==> src/rtl/vga_sync_gen.sv <==
`default_nettype none
// ============================================================================
// Module      : vga_sync_gen
// Description : Raster timing generator for the on-screen text path.
//               Divides clk_i into a single-cycle pixel strobe and runs the
//               horizontal/vertical counters. Emits the pixel coordinate,
//               monitor sync pulses and the visible-area flag. All sync and
//               blank outputs are registered and aligned with pix_x/pix_y.
//               Default timing is 640x480@60 Hz from a 50 MHz clk_i.
//
// Ports       : clk_i        in   system clock, rising-edge active
//               rst_i        in   asynchronous active-high reset
//               p_tick       out  pixel-enable strobe, one clk_i cycle wide
//               pix_x        out  current column, 0..H_TOTAL-1
//               pix_y        out  current line,   0..V_TOTAL-1
//               hsync        out  horizontal sync (active-low by default)
//               vsync        out  vertical sync   (active-low by default)
//               video_on     out  high inside the visible area
//               frame_start  out  one-cycle pulse on return to (0,0)
//
// Options     : VGA_SYNC_POS_POL_EN - when defined, hsync/vsync are
//               active-high (idle/reset level 0). Timing is unchanged.
//
// Constraints : CLK_DIV >= 1; H_TOTAL and V_TOTAL must each be <= 1024.
//
// Revision    : 1.0 - initial release
// ============================================================================
module vga_sync_gen #(
  parameter int H_DISPLAY = 640,
  parameter int H_FRONT   = 16,
  parameter int H_SYNC    = 96,
  parameter int H_BACK    = 48,
  parameter int V_DISPLAY = 480,
  parameter int V_FRONT   = 10,
  parameter int V_SYNC    = 2,
  parameter int V_BACK    = 33,
  parameter int CLK_DIV   = 2
) (
  input  logic       clk_i,
  input  logic       rst_i,
  output logic       p_tick,
  output logic [9:0] pix_x,
  output logic [9:0] pix_y,
  output logic       hsync,
  output logic       vsync,
  output logic       video_on,
  output logic       frame_start
);

  // --------------------------------------------------------------------------
  // Derived timing constants
  // --------------------------------------------------------------------------
  localparam int c_h_total = H_DISPLAY + H_FRONT + H_SYNC + H_BACK;
  localparam int c_v_total = V_DISPLAY + V_FRONT + V_SYNC + V_BACK;

  localparam logic [9:0] c_h_last = 10'(c_h_total - 1);
  localparam logic [9:0] c_v_last = 10'(c_v_total - 1);

  // Window bounds are kept 11 bits wide so a 1024-wide display area does
  // not truncate to zero.
  localparam logic [10:0] c_h_disp     = 11'(H_DISPLAY);
  localparam logic [10:0] c_v_disp     = 11'(V_DISPLAY);
  localparam logic [10:0] c_hs_first   = 11'(H_DISPLAY + H_FRONT);
  localparam logic [10:0] c_hs_last    = 11'(H_DISPLAY + H_FRONT + H_SYNC - 1);
  localparam logic [10:0] c_vs_first   = 11'(V_DISPLAY + V_FRONT);
  localparam logic [10:0] c_vs_last    = 11'(V_DISPLAY + V_FRONT + V_SYNC - 1);

`ifdef VGA_SYNC_POS_POL_EN
  localparam logic c_sync_act = 1'b1;
`else
  localparam logic c_sync_act = 1'b0;
`endif
  localparam logic c_sync_idle = ~c_sync_act;

  // --------------------------------------------------------------------------
  // Signals
  // --------------------------------------------------------------------------
  logic       w_tick_nxt;
  logic       r_tick;
  logic [9:0] r_x;
  logic [9:0] r_y;
  logic [9:0] w_x_nxt;
  logic [9:0] w_y_nxt;
  logic       w_wrap;
  logic       w_hs_win;
  logic       w_vs_win;
  logic       w_vis;
  logic       r_hsync;
  logic       r_vsync;
  logic       r_video_on;
  logic       r_frame_start;

  // --------------------------------------------------------------------------
  // Clock divider
  // The strobe is registered from the divider's next value so that it reads
  // 0 while in reset even when CLK_DIV == 1, and equals
  // (divider == CLK_DIV-1) in every cycle afterwards.
  // --------------------------------------------------------------------------
  generate
    if (CLK_DIV == 1) begin : g_div_one
      assign w_tick_nxt = 1'b1;
    end else begin : g_div_n
      localparam int              c_div_w    = $clog2(CLK_DIV);
      localparam logic [c_div_w-1:0] c_div_last = c_div_w'(CLK_DIV - 1);
      localparam logic [c_div_w-1:0] c_div_one  = c_div_w'(1);

      logic [c_div_w-1:0] r_div;
      logic [c_div_w-1:0] w_div_nxt;

      always_comb begin
        if (r_div == c_div_last) begin
          w_div_nxt = '0;
        end else begin
          w_div_nxt = r_div + c_div_one;
        end
      end

      always_ff @(posedge clk_i or posedge rst_i) begin
        if (rst_i) begin
          r_div <= '0;
        end else begin
          r_div <= w_div_nxt;
        end
      end

      assign w_tick_nxt = (w_div_nxt == c_div_last);
    end
  endgenerate

  always_ff @(posedge clk_i or posedge rst_i) begin
    if (rst_i) begin
      r_tick <= 1'b0;
    end else begin
      r_tick <= w_tick_nxt;
    end
  end

  // --------------------------------------------------------------------------
  // Raster counters: next-state values
  // --------------------------------------------------------------------------
  always_comb begin
    w_x_nxt = r_x;
    w_y_nxt = r_y;
    if (r_tick) begin
      if (r_x == c_h_last) begin
        w_x_nxt = '0;
        if (r_y == c_v_last) begin
          w_y_nxt = '0;
        end else begin
          w_y_nxt = r_y + 10'd1;
        end
      end else begin
        w_x_nxt = r_x + 10'd1;
      end
    end
  end

  assign w_wrap = r_tick && (r_x == c_h_last) && (r_y == c_v_last);

  // Decode from the next coordinate so the registered flags line up with
  // the coordinate registers in the same cycle.
  assign w_hs_win = ({1'b0, w_x_nxt} >= c_hs_first) && ({1'b0, w_x_nxt} <= c_hs_last);
  assign w_vs_win = ({1'b0, w_y_nxt} >= c_vs_first) && ({1'b0, w_y_nxt} <= c_vs_last);
  assign w_vis    = ({1'b0, w_x_nxt} <  c_h_disp)   && ({1'b0, w_y_nxt} <  c_v_disp);

  // --------------------------------------------------------------------------
  // State registers
  // --------------------------------------------------------------------------
  always_ff @(posedge clk_i or posedge rst_i) begin
    if (rst_i) begin
      r_x           <= '0;
      r_y           <= '0;
      r_hsync       <= c_sync_idle;
      r_vsync       <= c_sync_idle;
      r_video_on    <= 1'b0;
      r_frame_start <= 1'b0;
    end else begin
      r_x           <= w_x_nxt;
      r_y           <= w_y_nxt;
      r_hsync       <= w_hs_win ? c_sync_act : c_sync_idle;
      r_vsync       <= w_vs_win ? c_sync_act : c_sync_idle;
      r_video_on    <= w_vis;
      // Only the wrap from the last pixel sets this; reset release never does.
      r_frame_start <= w_wrap;
    end
  end

  // --------------------------------------------------------------------------
  // Outputs
  // --------------------------------------------------------------------------
  assign p_tick      = r_tick;
  assign pix_x       = r_x;
  assign pix_y       = r_y;
  assign hsync       = r_hsync;
  assign vsync       = r_vsync;
  assign video_on    = r_video_on;
  assign frame_start = r_frame_start;

endmodule
`default_nettype wire

==> config.mk <==
export PLATFORM = sky130hd
export DESIGN_NAME = vga_sync_gen
export DESIGN_NICKNAME = d
export VERILOG_FILES = /design/src/rtl/vga_sync_gen.sv
export SDC_FILE = /design/constraint.sdc
export NUM_CORES = 1
export LEC_CHECK = 0
export ABC_AREA = 1
export BUFFER_PORTS_ARGS = -buffer_cell sky130_fd_sc_hd__buf_2
export CORE_UTILIZATION = 52
export CTS_BUF_LIST = sky130_fd_sc_hd__clkbuf_8
export CTS_CLUSTER_DIAMETER = 80
export DETAILED_ROUTE_END_ITERATION = 6
export PLACE_DENSITY_LB_ADDON = 0.2
export SYNTH_ARGS = -nofsm -noshare
export SYNTH_HDL_FRONTEND = slang
export SYNTH_SLANG_ARGS = --single-unit
==> constraint.sdc <==
create_clock -name clk_i -period 1.6 [get_ports clk_i]
set_input_delay 0.32 -clock clk_i [delete_from_list [all_inputs] [get_ports clk_i]]
set_output_delay 0.32 -clock clk_i [all_outputs]
set_load 0.02 [all_outputs]
==> results.ini, run 1 <==
[grt]
gr-total-overflow = 0
grt_max_degree = 26
grt_pass1_vias = 1315
grt_pass1_wl_mm = 5.74
antenna_found_initial = 0
grtUsageTotal = 0.232

[pwr]
report.power.total_mw = 1.03
clkPwrFrac = 0.372
p_leak_nw = 1.07
comb_power_share = 0.015
cellPowerDensity_nw_per_um2 = 526
ir_drop_mv = 0.644
p_int_mw = 0.808
swShare = 0.214
seqPwrFrac = 0.614
p_sw_mw = 0.220

[drt]
via_per_inst = 5.01
wire_per_inst_um = 12.0
vias = 1434
drcViolationCount = 0
ant_nets = 0
dr.pass1.iters = 4
drt_first_iter_violations = 40
wl_mm = 3.44

[floorplan]
rows = 19
ios = 27
die_w_um = 56.0
die_area_um2 = 3140
initial_utilization = 0.550
core_area_um2 = 2760
die_y_um = 56.0

[worst_setup_path]
cp_slowest_cell = dfrtp_2
startpoint_type = flop
cp.required_ns = 1.81
critPathMaxStageDelay_ns = 0.39
crit_fanout = 7
crit_arrival_ns = 1.82
crit_path_end_kind = flop
cp_num_buf_inv = 0
critPathTopFamily = simple AND/OR/NAND/NOR gates
crit_type = reg2reg
cpMostUsedCell = nand2_2
cp_cell_sequence = ha_4, nand3_2, nor2_2, nand2_2, nor2_4, nand2_2, nand2_2, nand3_2, nor2_2, nand2_1

[placement]
dpl_cell_area_um2 = 1810
hpwl_mm = 2.47
port_buffers = 26
dp_cells = 279
gp_congestion = 0.808
pre_cts_ws_ns = -0.0221

[yosys]
syn_inst = 209
synthesis.area_um2 = 1520
postSynthAreaPerCell_um2 = 7.26
yosysUniqueCellTypes = 28
synthTopCellsByArea = dfrtp_1 38%, nand2_1 15%, inv_1 8.2%, nand3_1 7.9%, nor2_1 5.2%
synth_edf_count = 0
synth_most_common_cell = nand2_1
synthesis.nets = 214
yosysSeqAreaShare = 0.414
yosys_most_used_dff = dfrtp_1
ys_warn_count = 0
yosys.area.top_type = dfrtp_1
synth.top_cell.area_share = 0.379
synthArstFlopShare = 1.00
synth_common_cells = 61 x nand2_1, 33 x inv_1, 24 x nand3_1
ys_seq_elements = 25

[run]
maxCapViolCount = 0

[clocking]
clockRootBuffer = clkbuf_8
clock_path_buffers = 2
cts_tree = built
insertion_delay_ns = 0.27
h-tree-depth = 1
cts.sinks = 25
clk_pin_slew_ns = 0.09
cts_buffers = 3
hold_buffers = 0

[cells_and_area]
area_delta_synth_final_pct = 28.9
postLayoutCellArea_um2 = 1960
layout.cells.non_filler = 286
layout-drive-gt1-share = 0.361
fin_util = 0.709
diodes = 0
nNetsFinal = 261
nFillCells = 224

[sta]
fin_hold_ws_ns = 0.0783
setup_violations = 1
layout_setup_ws_ns = -0.00781
tns_ns = -0.00781
slew_headroom = 0.788
rsz0062_at_grt = true
slew_viol_final = 0
fin_crit_sh = 1.00
max_freq_ghz = 0.622
worst_pin_slew_ns = 0.319
timing.final.crit_period_ns = 1.61
fin_skew_ns = 0.00355
hold_viol_final = 0

[outcome]
status = finished, violations left
violations = negative setup slack

[hold_path]
hp-class = in2async

[layout make-up]
type / count / area [um^2] / area share
multi-input combinational: 147 / 841 / 0.430
sequential: 25 / 633 / 0.324
timing repair buffer: 44 / 265 / 0.136
inverter: 35 / 131 / 0.0672
clock buffer: 3 / 41.3 / 0.0211
tap: 31 / 38.8 / 0.0198
clock inverter: 1 / 5.00 / 0.00256
[path summary, 6_finish.rpt]
kind / startpoint / end / slack, ns / cells past startpoint
max: pix_x[1]$_DFF_PP0_ / vsync$_DFF_PP1_ / -0.008 / 10
min: rst_i / frame_start$_DFF_PP0_ / 0.08 / 3
max reg2reg: pix_x[1]$_DFF_PP0_ / vsync$_DFF_PP1_ / -0.008 / 10
min reg2reg: pix_x[0]$_DFF_PP0_ / pix_x[0]$_DFF_PP0_ / 0.62 / 2
max in group asynchronous: rst_i / hsync$_DFF_PP1_ / 1.23 / 3
min in group clk_i: pix_x[0]$_DFF_PP0_ / pix_x[0]$_DFF_PP0_ / 0.62 / 2
[registers in the layout (all words and copies together) (netlist names)]
| signal | cells |
|---|---|
| frame_start | 1 |
| hsync | 1 |
| p_tick | 1 |
| pix_x | 10 |
| pix_y | 10 |
| video_on | 1 |
| vsync | 1 |
[what timing repair did]
item	in CTS	in global routing
setup endpoints to repair	2	4
pin swaps	1	13
setup buffers	0	2
cloned	1	0
endpoints found under the hold margin	0	0
gates resized for setup	3	21
[tightest hold or removal path, cell delays in order]
cell and delay, ns:
buf_2 0.09, inv_1 0.04, buf_4 0.30
[cell usage in the layout, fill, tap and decap left out, types with 3 or more instances in the layout]
cell,instances
nand4_1,6
dfrtp_1,19
nand2_1,57
nor2_2,9
dfrtp_2,4
o21ai_1,3
clkbuf_8,3
nor2_4,5
nand2_2,5
nand3_1,19
buf_2,26
nor2_1,13
inv_2,3
nand3_2,7
buf_4,18
a21oi_1,3
o21ai_0,3
inv_1,32
[power by group through the flow]
stage,clock network (mW),logic [mW],registers [mW]
2_1_floorplan,0,0.00934,0.644
3_3_place_gp,0,0.0160,0.644
3_5_place_dp,0,0.0157,0.644
4_1_cts,0.387,0.0156,0.631
5_1_grt,0.412,0.0178,0.632
6_report,0.382,0.0149,0.631
[metal layers]
metal	vias to the layer above	GRT usage	wire length [um]
li1	749	-	-
met5	-	0	0
met4	0	0.0627	29
met2	28	0.345	1500
met1	653	0.351	1820
met3	4	0.0372	93
[cell families (layout without fill, tap and decap cells)]
family / count (synthesis) / count (layout) / synth area share
xor gates and xnor gates: 2 / 2 / 0.0165
adders and majority gates: 3 / 3 / 0.0247
DFF: 25 / 25 / 0.414
and+or+nand+nor: 129 / 130 / 0.406
buffers and inverters: 38 / 83 / 0.0956
AOI/OAI and AO/OA: 12 / 12 / 0.0429
Power figures use the tool's default switching activity.
==> run 2, diff against run 1 <==
==> constraint.sdc (replaced) <==
create_clock -name clk_i -period 1.6 [get_ports clk_i]
set_input_delay 0.32 -clock clk_i [delete_from_list [all_inputs] [get_ports clk_i]]
set_output_delay 0.32 -clock clk_i [all_outputs]
set_load 0.1 [all_outputs]
==> results.ini, run 2 (synthesis gave the netlist of run 1 again) <==
[outcome]
status = finished, violations left  ; unchanged
violations = negative setup slack  ; unchanged

[sta]
timing.final.crit_period_ns = 1.64  ; was 1.61 ns
max_freq_ghz = 0.611  ; was 0.622 GHz
rsz0062_at_grt = true  ; unchanged
fin_skew_ns = 0.0163  ; was 0.00355 ns
worst_pin_slew_ns = 0.496  ; was 0.319 ns
layout_setup_ws_ns = -0.0376  ; was -0.00781 ns
slew_headroom = 0.671  ; was 0.788
hold_viol_final = 0  ; unchanged
slew_viol_final = 0  ; unchanged
setup_violations = 3  ; was 1
fin_crit_sh = 1.02  ; was 1.00

[worst_setup_path]
crit_path_end_kind = flop  ; unchanged
rr_startpoint = pix_x[9]$_DFF_PP0_  ; was pix_x[1]$_DFF_PP0_
startpoint_type = flop  ; unchanged
cp_slowest_cell = dfrtp_4  ; was dfrtp_2
critPathTopFamily = simple AND/OR/NAND/NOR gates  ; unchanged
cp_num_buf_inv = 1  ; was 0
crit_type = reg2reg  ; unchanged
crit_start = pix_x[9]$_DFF_PP0_  ; was pix_x[1]$_DFF_PP0_
cp_cell_sequence = buf_4, nand3_2, nor2_4, nand2_2, nor2_4, nand3_2, o21ai_2, nand2_1, nor2_1, nand2_1  ; was ha_4, nand3_2, nor2_2, nand2_2, nor2_4, nand2_2, nand2_2, nand3_2, nor2_2, nand2_1
crit_arrival_ns = 1.86  ; was 1.82 ns
cp.required_ns = 1.82  ; was 1.81 ns
critPathMaxStageDelay_ns = 0.43  ; was 0.39 ns
crit_fanout = 6  ; was 7

[pwr]
cellPowerDensity_nw_per_um2 = 483  ; was 526 nW/um^2
ir_drop_mv = 0.655  ; was 0.644 mV
report.power.total_mw = 1.05  ; was 1.03 mW
p_leak_nw = 1.09  ; was 1.07 nW

[floorplan]
die_y_um = 56.0  ; unchanged
ios = 27  ; unchanged
rows = 19  ; unchanged
core_area_um2 = 2760  ; unchanged
die_w_um = 56.0  ; unchanged
die_area_um2 = 3140  ; unchanged
initial_utilization = 0.550  ; unchanged

[drt]
drt_first_iter_violations = 92  ; was 40
wl_mm = 4.22  ; was 3.44 mm
drcViolationCount = 0  ; unchanged
via_per_inst = 5.55  ; was 5.01
wire_per_inst_um = 14.3  ; was 12.0 um
vias = 1636  ; was 1434
ant_nets = 0  ; unchanged
dr.pass1.iters = 4  ; unchanged

[placement]
gp_congestion = 0.852  ; was 0.808
hpwl_mm = 2.59  ; was 2.47 mm
dp_cells = 280  ; was 279
port_buffers = 26  ; unchanged

[hold_path]
hp-class = in2async  ; unchanged

[cells_and_area]
layout_commonest_cell = nand2_1  ; unchanged
layout_common_cells = 57 x nand2_1, 30 x inv_1, 28 x buf_4  ; was 57 x nand2_1, 32 x inv_1, 26 x buf_2
diodes = 0  ; unchanged
area_delta_synth_final_pct = 43.9  ; was 28.9%
layout.cells.non_filler = 295  ; was 286
layout-drive-gt1-share = 0.477  ; was 0.361
nNetsFinal = 270  ; was 261

[grt]
grt_pass1_wl_mm = 6.60  ; was 5.74 mm
antenna_found_initial = 0  ; unchanged
grt_pass1_vias = 1506  ; was 1315
grt_max_degree = 26  ; unchanged
grtUsageTotal = 0.268  ; was 0.232
gr-total-overflow = 0  ; unchanged

[clocking]
clk_pin_slew_ns = 0.11  ; was 0.09 ns
clock_path_buffers = 2  ; unchanged
cts_tree = built  ; unchanged
hold_buffers = 0  ; unchanged
cts.sinks = 25  ; unchanged
h-tree-depth = 1  ; unchanged
cts_buffers = 3  ; unchanged
insertion_delay_ns = 0.28  ; was 0.27 ns
clockRootBuffer = clkbuf_8  ; unchanged

[run]
maxCapViolCount = 0  ; unchanged

-- run 2: worst reg2reg max path, stage by stage (launching register included) --
cell and delay, ns:
dfrtp_4 0.43, buf_4 0.13, nand3_2 0.11, nor2_4 0.15, nand2_2 0.12, nor2_4 0.21, nand3_2 0.09, o21ai_2 0.08
nand2_1 0.08, nor2_1 0.11, nand2_1 0.06
-- run 2: stage by stage --
| stage | TNS [ns] | setup slack (ns) | util | hold WS [ns] | area, um^2 |
|---|---|---|---|---|---|
| 2_1_floorplan | -0.460 | -0.139 | - | 0.345 | 1630 |
| 3_3_place_gp | -0.0115 | -0.0115 | 0.695 | 0.384 | 1920 |
| 3_5_place_dp | -0.0605 | -0.0453 | 0.695 | 0.386 | 1920 |
| 4_1_cts | 0 | 0.0000806 | 0.751 | 0.0810 | 2070 |
| 5_1_grt | -0.704 | -0.185 | 0.792 | 0.101 | 2180 |
| 6_report | -0.0745 | -0.0376 | 0.792 | 0.0706 | 2180 |
-- run 2: worst paths after layout --
path,cells past startpoint,endpoint,slack (ns)
worst max-delay path,10,vsync$_DFF_PP1_,-0.04
worst min-delay path,3,pix_x[8]$_DFF_PP0_,0.07
worst max register to register,10,vsync$_DFF_PP1_,-0.04
worst min register to register,2,pix_y[5]$_DFF_PP0_,0.64
max in group asynchronous,3,hsync$_DFF_PP1_,1.22
min in group clk_i,2,pix_y[5]$_DFF_PP0_,0.64
-- run 2: final cells by class --
type | count | area [um^2]
Clock buffer | 3 | 41.3
Timing Repair Buffer | 54 | 363
Clock inverter | 1 | 8.76
Fill cell | 181 | 574
Inverter | 35 | 134
Tap cell | 31 | 38.8
Sequential cell | 25 | 677
Multi-Input combinational cell | 146 | 921
-- run 2: repair_timing --
action                     CTS  global route
resized for setup           12            25
setup endpoints to repair    2            13
pin swaps                    9            21
buffers inserted             8             3
-- run 2: where the power goes --
part	switching [mW]	total (mW)	internal, mW
registers	0	0.631	0.631
logic	0.0127	0.0154	0.00267
clock network	0.224	0.407	0.183
-- run 2: routing by layer --
layer  GRT usage  part of all wire
met4      0.0976             0.027
met5           0                 0
met3      0.0419             0.068
met2       0.415              0.46
met1       0.381              0.44
